==> src/rtl/pga_pkg.sv <==
// Shared opcodes, FSM encoding and packet builder for the PGA serial controller.
package pga_pkg;

  localparam logic [1:0] OP_RSVD    = 2'b00;
  localparam logic [1:0] OP_MEASURE = 2'b01;
  localparam logic [1:0] OP_VOS     = 2'b10;
  localparam logic [1:0] OP_GAIN    = 2'b11;

  typedef enum logic [2:0] {
    IDLE  = 3'd0,
    SETUP = 3'd1,
    SHIFT = 3'd2,
    HOLD  = 3'd3,
    DONE  = 3'd4
  } pga_state_e;

  // Opcode lands in the top two bits of a pkt_w-wide frame; payload is zero-extended below it.
  function automatic logic [31:0] pga_build_packet(input logic [1:0]  op,
                                                   input logic [31:0] offset,
                                                   input logic [31:0] gain,
                                                   input int          pkt_w);
    logic [31:0] payload;
    case (op)
      OP_VOS:  payload = offset;
      OP_GAIN: payload = gain;
      default: payload = 32'd0;
    endcase
    return ({30'd0, op} << (pkt_w - 2)) | payload;
  endfunction

endpackage

==> src/rtl/pga_serial_ctrl_if.sv <==
// Command handshake bundle between the register decode and the PGA serial controller.
interface pga_serial_ctrl_if #(
  parameter int NUM_CH   = 4,
  parameter int OFFSET_W = 5,
  parameter int GAIN_W   = 4
);
  localparam int CH_W = (NUM_CH > 1) ? $clog2(NUM_CH) : 1;

  logic                cmd_valid;
  logic                cmd_ready;
  logic [1:0]          cmd_op;
  logic [CH_W-1:0]     cmd_ch;
  logic                cmd_bcast;
  logic [OFFSET_W-1:0] offset;
  logic [GAIN_W-1:0]   gain;
  logic                op_complete;
  logic                cmd_err;

  modport master (
    output cmd_valid, cmd_op, cmd_ch, cmd_bcast, offset, gain,
    input  cmd_ready, op_complete, cmd_err
  );

  modport slave (
    input  cmd_valid, cmd_op, cmd_ch, cmd_bcast, offset, gain,
    output cmd_ready, op_complete, cmd_err
  );
endinterface

==> src/rtl/pga_tick_gen.sv <==
// Clock-enable divider: one tick every CLK_DIV cycles while run is high, phase reset to 0 otherwise.
module pga_tick_gen #(
  parameter int CLK_DIV = 5
) (
  input  logic clk50,
  input  logic wb_rst_n,
  input  logic run,
  output logic tick
);
  localparam int             CNT_W    = (CLK_DIV > 1) ? $clog2(CLK_DIV) : 1;
  localparam logic [CNT_W-1:0] CNT_LAST = CNT_W'(CLK_DIV - 1);

  logic [CNT_W-1:0] cnt_r;

  // Divider counter, parked at zero whenever the controller is not mid-frame.
  always_ff @(posedge clk50 or negedge wb_rst_n) begin
    if (!wb_rst_n) begin
      cnt_r <= {CNT_W{1'b0}};
    end else if (!run) begin
      cnt_r <= {CNT_W{1'b0}};
    end else if (cnt_r == CNT_LAST) begin
      cnt_r <= {CNT_W{1'b0}};
    end else begin
      cnt_r <= cnt_r + {{(CNT_W-1){1'b0}}, 1'b1};
    end
  end

  assign tick = run && (cnt_r == CNT_LAST);

endmodule

==> src/rtl/pga_serial_ctrl.sv <==
// Serialises offset/gain/measure commands to a bank of PGAs over a shared data/clock pair.
module pga_serial_ctrl
  import pga_pkg::*;
#(
  parameter int NUM_CH   = 4,
  parameter int CLK_DIV  = 5,
  parameter int OFFSET_W = 5,
  parameter int GAIN_W   = 4,
  parameter int PKT_W    = 8
) (
  input  logic              clk50,
  input  logic              wb_rst_n,
  pga_serial_ctrl_if.slave  cmd,
  output logic              pga_dat,
  output logic              pga_clk,
  output logic [NUM_CH-1:0] pga_cs_n
);
  localparam int              CH_W     = (NUM_CH > 1) ? $clog2(NUM_CH) : 1;
  localparam int              BIT_W    = $clog2(PKT_W);
  localparam logic [CH_W:0]   NUM_CH_L = NUM_CH[CH_W:0];
  localparam logic [BIT_W-1:0] BIT_MSB = BIT_W'(PKT_W - 1);

  pga_state_e        state_r, state_nx;
  logic [PKT_W-1:0]  pkt_r, pkt_nx;
  logic [BIT_W-1:0]  bit_r, bit_nx;
  logic              phase_r, phase_nx;
  logic              ready_r, ready_nx;
  logic              done_r, done_nx;
  logic              err_r, err_nx;
  logic              dat_r, dat_nx;
  logic              sclk_r, sclk_nx;
  logic [NUM_CH-1:0] cs_r, cs_nx;

  logic              accept_s;
  logic              bad_s;
  logic              run_s;
  logic              tick_s;
  logic [NUM_CH-1:0] sel_s;
  logic [PKT_W-1:0]  pkt_new_s;

  assign accept_s  = cmd.cmd_valid && ready_r;
  assign bad_s     = (cmd.cmd_op == OP_RSVD) ||
                     (!cmd.cmd_bcast && ({1'b0, cmd.cmd_ch} >= NUM_CH_L));
  assign pkt_new_s = PKT_W'(pga_build_packet(cmd.cmd_op, 32'(cmd.offset),
                                             32'(cmd.gain), PKT_W));
  assign run_s     = (state_r == SETUP) || (state_r == SHIFT) || (state_r == HOLD);

  pga_tick_gen #(.CLK_DIV(CLK_DIV)) u_tick (
    .clk50    (clk50),
    .wb_rst_n (wb_rst_n),
    .run      (run_s),
    .tick     (tick_s)
  );

  // Active-high channel select mask for the incoming command.
  always_comb begin
    sel_s = {NUM_CH{1'b0}};
    for (int i = 0; i < NUM_CH; i++) begin
      sel_s[i] = cmd.cmd_bcast || (cmd.cmd_ch == CH_W'(i));
    end
  end

  // Next-state and next-pin logic; every pin is registered below so the PGA sees no glitches.
  always_comb begin
    state_nx = state_r;
    pkt_nx   = pkt_r;
    bit_nx   = bit_r;
    phase_nx = phase_r;
    ready_nx = ready_r;
    done_nx  = 1'b0;
    err_nx   = 1'b0;
    dat_nx   = dat_r;
    sclk_nx  = sclk_r;
    cs_nx    = cs_r;

    case (state_r)
      IDLE, DONE: begin
        state_nx = IDLE;
        ready_nx = 1'b1;
        if (accept_s) begin
          if (bad_s) begin
            err_nx = 1'b1;
          end else begin
            state_nx = SETUP;
            ready_nx = 1'b0;
            pkt_nx   = pkt_new_s;
            bit_nx   = BIT_MSB;
            phase_nx = 1'b0;
            cs_nx    = ~sel_s;
            dat_nx   = pkt_new_s[PKT_W-1];
          end
        end else begin
          err_nx = 1'b0;
        end
      end

      SETUP: begin
        if (tick_s) begin
          state_nx = SHIFT;
        end else begin
          state_nx = SETUP;
        end
      end

      // Two ticks per bit: rise on the first, fall and advance data on the second.
      SHIFT: begin
        if (tick_s) begin
          if (!phase_r) begin
            sclk_nx  = 1'b1;
            phase_nx = 1'b1;
          end else begin
            sclk_nx  = 1'b0;
            phase_nx = 1'b0;
            if (bit_r == {BIT_W{1'b0}}) begin
              state_nx = HOLD;
            end else begin
              bit_nx = bit_r - {{(BIT_W-1){1'b0}}, 1'b1};
              pkt_nx = {pkt_r[PKT_W-2:0], 1'b0};
              dat_nx = pkt_r[PKT_W-2];
            end
          end
        end else begin
          state_nx = SHIFT;
        end
      end

      HOLD: begin
        if (tick_s) begin
          state_nx = DONE;
          cs_nx    = {NUM_CH{1'b1}};
          dat_nx   = 1'b0;
          done_nx  = 1'b1;
          ready_nx = 1'b1;
        end else begin
          state_nx = HOLD;
        end
      end

      default: begin
        state_nx = IDLE;
        ready_nx = 1'b1;
        cs_nx    = {NUM_CH{1'b1}};
        dat_nx   = 1'b0;
        sclk_nx  = 1'b0;
        phase_nx = 1'b0;
      end
    endcase
  end

  // State, packet and output registers; reset drops all pins to idle immediately.
  always_ff @(posedge clk50 or negedge wb_rst_n) begin
    if (!wb_rst_n) begin
      state_r <= IDLE;
      pkt_r   <= {PKT_W{1'b0}};
      bit_r   <= {BIT_W{1'b0}};
      phase_r <= 1'b0;
      ready_r <= 1'b1;
      done_r  <= 1'b0;
      err_r   <= 1'b0;
      dat_r   <= 1'b0;
      sclk_r  <= 1'b0;
      cs_r    <= {NUM_CH{1'b1}};
    end else begin
      state_r <= state_nx;
      pkt_r   <= pkt_nx;
      bit_r   <= bit_nx;
      phase_r <= phase_nx;
      ready_r <= ready_nx;
      done_r  <= done_nx;
      err_r   <= err_nx;
      dat_r   <= dat_nx;
      sclk_r  <= sclk_nx;
      cs_r    <= cs_nx;
    end
  end

  assign cmd.cmd_ready   = ready_r;
  assign cmd.op_complete = done_r;
  assign cmd.cmd_err     = err_r;
  assign pga_dat         = dat_r;
  assign pga_clk         = sclk_r;
  assign pga_cs_n        = cs_r;

endmodule

==> src/flat_wrapper.sv <==
// flat-port wrapper written by rule: the top's interface ports become plain ports
module pga_serial_ctrl_flat import pga_pkg::*;
#(
  parameter int NUM_CH   = 4,
  parameter int CLK_DIV  = 5,
  parameter int OFFSET_W = 5,
  parameter int GAIN_W   = 4,
  parameter int PKT_W    = 8
)
  (clk50, wb_rst_n, pga_dat, pga_clk, pga_cs_n, cmd_cmd_valid, cmd_cmd_op, cmd_cmd_ch, cmd_cmd_bcast, cmd_offset, cmd_gain, cmd_cmd_ready, cmd_op_complete, cmd_cmd_err);
  pga_serial_ctrl_if #(.NUM_CH(NUM_CH), .OFFSET_W(OFFSET_W), .GAIN_W(GAIN_W)) cmd_i ();
  input  logic clk50;
  input  logic wb_rst_n;
  output logic pga_dat;
  output logic pga_clk;
  output logic [NUM_CH-1:0] pga_cs_n;
  input wire logic [$bits(cmd_i.cmd_valid)-1:0] cmd_cmd_valid;
  input wire logic [$bits(cmd_i.cmd_op)-1:0] cmd_cmd_op;
  input wire logic [$bits(cmd_i.cmd_ch)-1:0] cmd_cmd_ch;
  input wire logic [$bits(cmd_i.cmd_bcast)-1:0] cmd_cmd_bcast;
  input wire logic [$bits(cmd_i.offset)-1:0] cmd_offset;
  input wire logic [$bits(cmd_i.gain)-1:0] cmd_gain;
  output wire logic [$bits(cmd_i.cmd_ready)-1:0] cmd_cmd_ready;
  output wire logic [$bits(cmd_i.op_complete)-1:0] cmd_op_complete;
  output wire logic [$bits(cmd_i.cmd_err)-1:0] cmd_cmd_err;
  assign cmd_i.cmd_valid = cmd_cmd_valid;
  assign cmd_i.cmd_op = cmd_cmd_op;
  assign cmd_i.cmd_ch = cmd_cmd_ch;
  assign cmd_i.cmd_bcast = cmd_cmd_bcast;
  assign cmd_i.offset = cmd_offset;
  assign cmd_i.gain = cmd_gain;
  assign cmd_cmd_ready = cmd_i.cmd_ready;
  assign cmd_op_complete = cmd_i.op_complete;
  assign cmd_cmd_err = cmd_i.cmd_err;
  pga_serial_ctrl #(.NUM_CH(NUM_CH), .CLK_DIV(CLK_DIV), .OFFSET_W(OFFSET_W), .GAIN_W(GAIN_W), .PKT_W(PKT_W)) u_core (.clk50(clk50), .wb_rst_n(wb_rst_n), .cmd(cmd_i), .pga_dat(pga_dat), .pga_clk(pga_clk), .pga_cs_n(pga_cs_n));
endmodule
==> config.mk <==
export PLATFORM = sky130hd
export DESIGN_NAME = pga_serial_ctrl_flat
export DESIGN_NICKNAME = d
export VERILOG_FILES = /design/src/rtl/pga_pkg.sv /design/src/rtl/pga_serial_ctrl_if.sv /design/src/rtl/pga_tick_gen.sv /design/src/rtl/pga_serial_ctrl.sv /design/src/flat_wrapper.sv
export SDC_FILE = /design/constraint.sdc
export NUM_CORES = 1
export LEC_CHECK = 0
export BUFFER_PORTS_ARGS = -buffer_cell sky130_fd_sc_hd__buf_2
export CORE_MARGIN = 10
export CORE_UTILIZATION = 41
export DETAILED_ROUTE_END_ITERATION = 10
export HOLD_SLACK_MARGIN = 0.06
export PLACE_DENSITY = 0.68
export REMOVE_ABC_BUFFERS = 1
export SLEW_MARGIN = 15
export SYNTH_ARGS = -nofsm -noshare
export SYNTH_HDL_FRONTEND = slang
export SYNTH_HIERARCHICAL = 1
export SYNTH_SLANG_ARGS = --single-unit
==> constraint.sdc <==
create_clock -name clk50 -period 2.2 [get_ports clk50]
set_clock_uncertainty 0.15 [all_clocks]
set_input_delay 0 -clock clk50 [delete_from_list [all_inputs] [get_ports clk50]]
set_output_delay 0 -clock clk50 [all_outputs]
set_load 0.005 [all_outputs]
==> results.ini <==
[floorplan]
fp-row-count=20
start_util=0.435
ioPinCount=26
core_um2=3100
die_y_um=77.4
die-area_um2=5990
die-width_um=77.4

[clocking]
clock-root-buffer=clkbuf_4
clk_pin_slew_ns=0.14
numCtsBuffers=3
clkLatencyLatePin_ns=0.33
clockBufferDepth=2
htreeDepth=1
cts_sinks=26
cts.repair.resized=0
cts_tree=built

[power]
power_uw=805
p_per_area_nw_per_um2=443
leakagePower_nw=0.867
vdd_drop_max_mv=0.450

[synth]
syn_inst=128
yosys-mux-area-fraction=0.0491
ys_warn_count=6
ys_ff_latch=26
seq_area_frac_synth=0.487
synth-simple-area-share=0.196
ys_types=45
synth_area_leader_cell=dfrtp_1
synthAdderAreaFrac=0.0371
synth_top_family_by_area=simple AND/OR/NAND/NOR gates
synth_compound_area_frac=0.175
async_flop_share=1.00
syn_area_um2=1350
synth-edff-count=0
synth_top_area_frac=0.389
syn_area_per_cell_um2=10.5
synth-main-ff-cell=dfrtp_1
post_synth_xor_area_fraction=0.00649
synth_area_leaders=dfrtp_1, dfstp_2, nand2_1, ha_1, a21oi_1

[timing]
fin_crit_sh=0.946
hold_slack_ns=0.336
fmax_mhz=480
rsz0062_at_grt=no
slew_violations=0
setup_ws_ns=0.119
min_period_ns=2.08
hold_violations=0
setup_tns_ns=0
setup_viol=0
tightest_slew_ns=0.964
slew_headroom=0.355

[final_layout]
area_growth_pct=34.6
post-route-util=0.585
nFillCells=262
fin_nets=204
final_area_um2=1820
antennaDiodeCount=0
instances_no_fill=226
layout-drive-gt1-share=0.297

[placement]
dp_hpwl_um=2240
place_ws_ns=0.172
io_buffers=25
post_dp_cell_area_um2=1550
routabilityCongestion=0.845
post-place-cells=198

[worst_setup_path]
r2r_slack_ns=0.12
cp_slowest_cell=dfrtp_1
crit_fanout=5
worstPathRequired_ns=2.27
worst_ep_arrival_time_ns=2.16
reg2reg_to=u_core/pga_dat
endpoint_kind=flop
cp_slowest_stage_delay_ns=0.41
path_buf_inv=1
critPathKind=flop to flop
worstReg2RegStart=u_core/u_tick/cnt_r[0]
start_kind=flop
crit_chain=inv_1, ha_1, and3_2, nand2_1, o21bai_1, a221oi_1, mux2_1
cp_top_family=compound AO/OA/AOI/OAI gates
reg2regPathDepth=7

[detailed_routing]
wl_per_cell_um=15.2
drc=0
vias_per_cell=5.30
drt_wl_total_um=3430
vias=1198
drt-initial-drc-count=133
ant_nets=0
drt_first_pass_iters=4

[worst_hold_path]
holdPathEnd=u_core/pga_cs_n[0]
worst_hold_startpoint=cmd_cmd_bcast
hold_class=primary input to flop
hold_depth=4

[grt]
overflow=0
grt_first_pass_wirelength_um=5630
grt_max_degree=22
first_global_vias=1148
grt_antenna_before_repair=0
grtUsageTotal=0.113

[run_status]
status=complete, no violations

[flow_run]
maxCapViolations=0

[layer usage]
metal  track usage  routed length [um]  vias up
met2         0.181                1660       37
met5             0                   0        -
met4        0.0164                  13        0
met3        0.0507                 265        2
li1              -                   -      568
met1         0.140                1490      591
[placed cells by master (no fill, tap or decap), types with 3 or more instances in the layout]
master         instances
nand2_1               14
mux2_2                 4
dlygate4sd3_1         22
clkbuf_4               3
buf_4                  8
o221a_1                3
dfrtp_1               21
nor2_1                 6
inv_1                 10
o21ai_1                3
buf_2                 25
ha_1                   4
a21oi_1                9
o21ai_0                4
dfstp_2                5
[how the worst max path moves through the flow]
stage / start / end / slack [ns] / depth (start not counted)
after floorplan: u_core/state_r[0] / u_core/pga_dat / -0.20 / 7
after global placement: u_core/u_tick/cnt_r[0] / u_core/pga_dat / 0.28 / 7
after detailed placement: u_core/u_tick/cnt_r[0] / u_core/pga_dat / 0.17 / 7
after CTS: u_core/state_r[0] / u_core/pkt_r[4] / 0.03 / 5
after global routing: u_core/u_tick/cnt_r[0] / u_core/pga_dat / 0.06 / 7
final: u_core/u_tick/cnt_r[0] / u_core/pga_dat / 0.12 / 7
[flip-flops by register name, summed over array words and instances (netlist names)]
signal	cells
u_core/cmd.cmd_err	1
u_core/pkt_r	7
u_core/pga_dat	1
u_core/pga_clk	1
u_core/u_tick/cnt_r	3
u_core/state_r	3
u_core/pga_cs_n	4
u_core/cmd.op_complete	1
u_core/cmd.cmd_ready	1
u_core/bit_r	3
u_core/phase_r	1
[cell usage after synthesis, drive strengths merged, types with 2 or more instances]
master,count
inv,10
nor3b,3
dfrtp,21
nand3b,2
and3,3
nor4,2
and4,2
o21a,2
a21oi,9
nor2,7
buf,4
a22oi,2
o21ai,7
ha,4
o21bai,2
nand2,15
o22a,2
o221a,4
nand2b,2
mux2,5
dfstp,5
[cell families (layout without fill, tap and decap cells)]
logic type / count (synthesis) / count (layout)
adder cells (fa/ha/maj): 4 / 4
multiplexers: 6 / 6
AO/OA/AOI/OAI: 34 / 34
flip-flops: 26 / 26
buffers and inverters: 15 / 69
XOR/XNOR: 1 / 1
AND/OR/NAND/NOR: 42 / 42
[area by class of cell]
type | instances | area [um^2] | area share
clock buffers | 4 | 36.3 | 0.0200
inverters | 10 | 37.5 | 0.0207
multi-input cells | 87 | 626 | 0.344
flip-flops and latches | 26 | 657 | 0.362
well taps | 44 | 55.1 | 0.0303
repair buffers | 55 | 405 | 0.223
[report_power, final]
part	switching (mW)	internal, mW
combinational	0.0327	0.0456
sequential	0	0.479
clock	0.147	0.101
[worst reg2reg max path, cell delays in order, from the launching register on]
cell	delay, ns
dfrtp_1	0.41
inv_1	0.09
ha_1	0.18
and3_2	0.20
nand2_1	0.12
o21bai_1	0.18
a221oi_1	0.30
mux2_1	0.36
[what timing repair did]
item                                    in CTS  in global routing
buffers inserted                             0                  2
endpoints found under the setup margin       0                  1
endpoints found under the hold margin       38                  0
hold buffers                                22                  0
No activity file was read; power rests on OpenSTA's default activity.
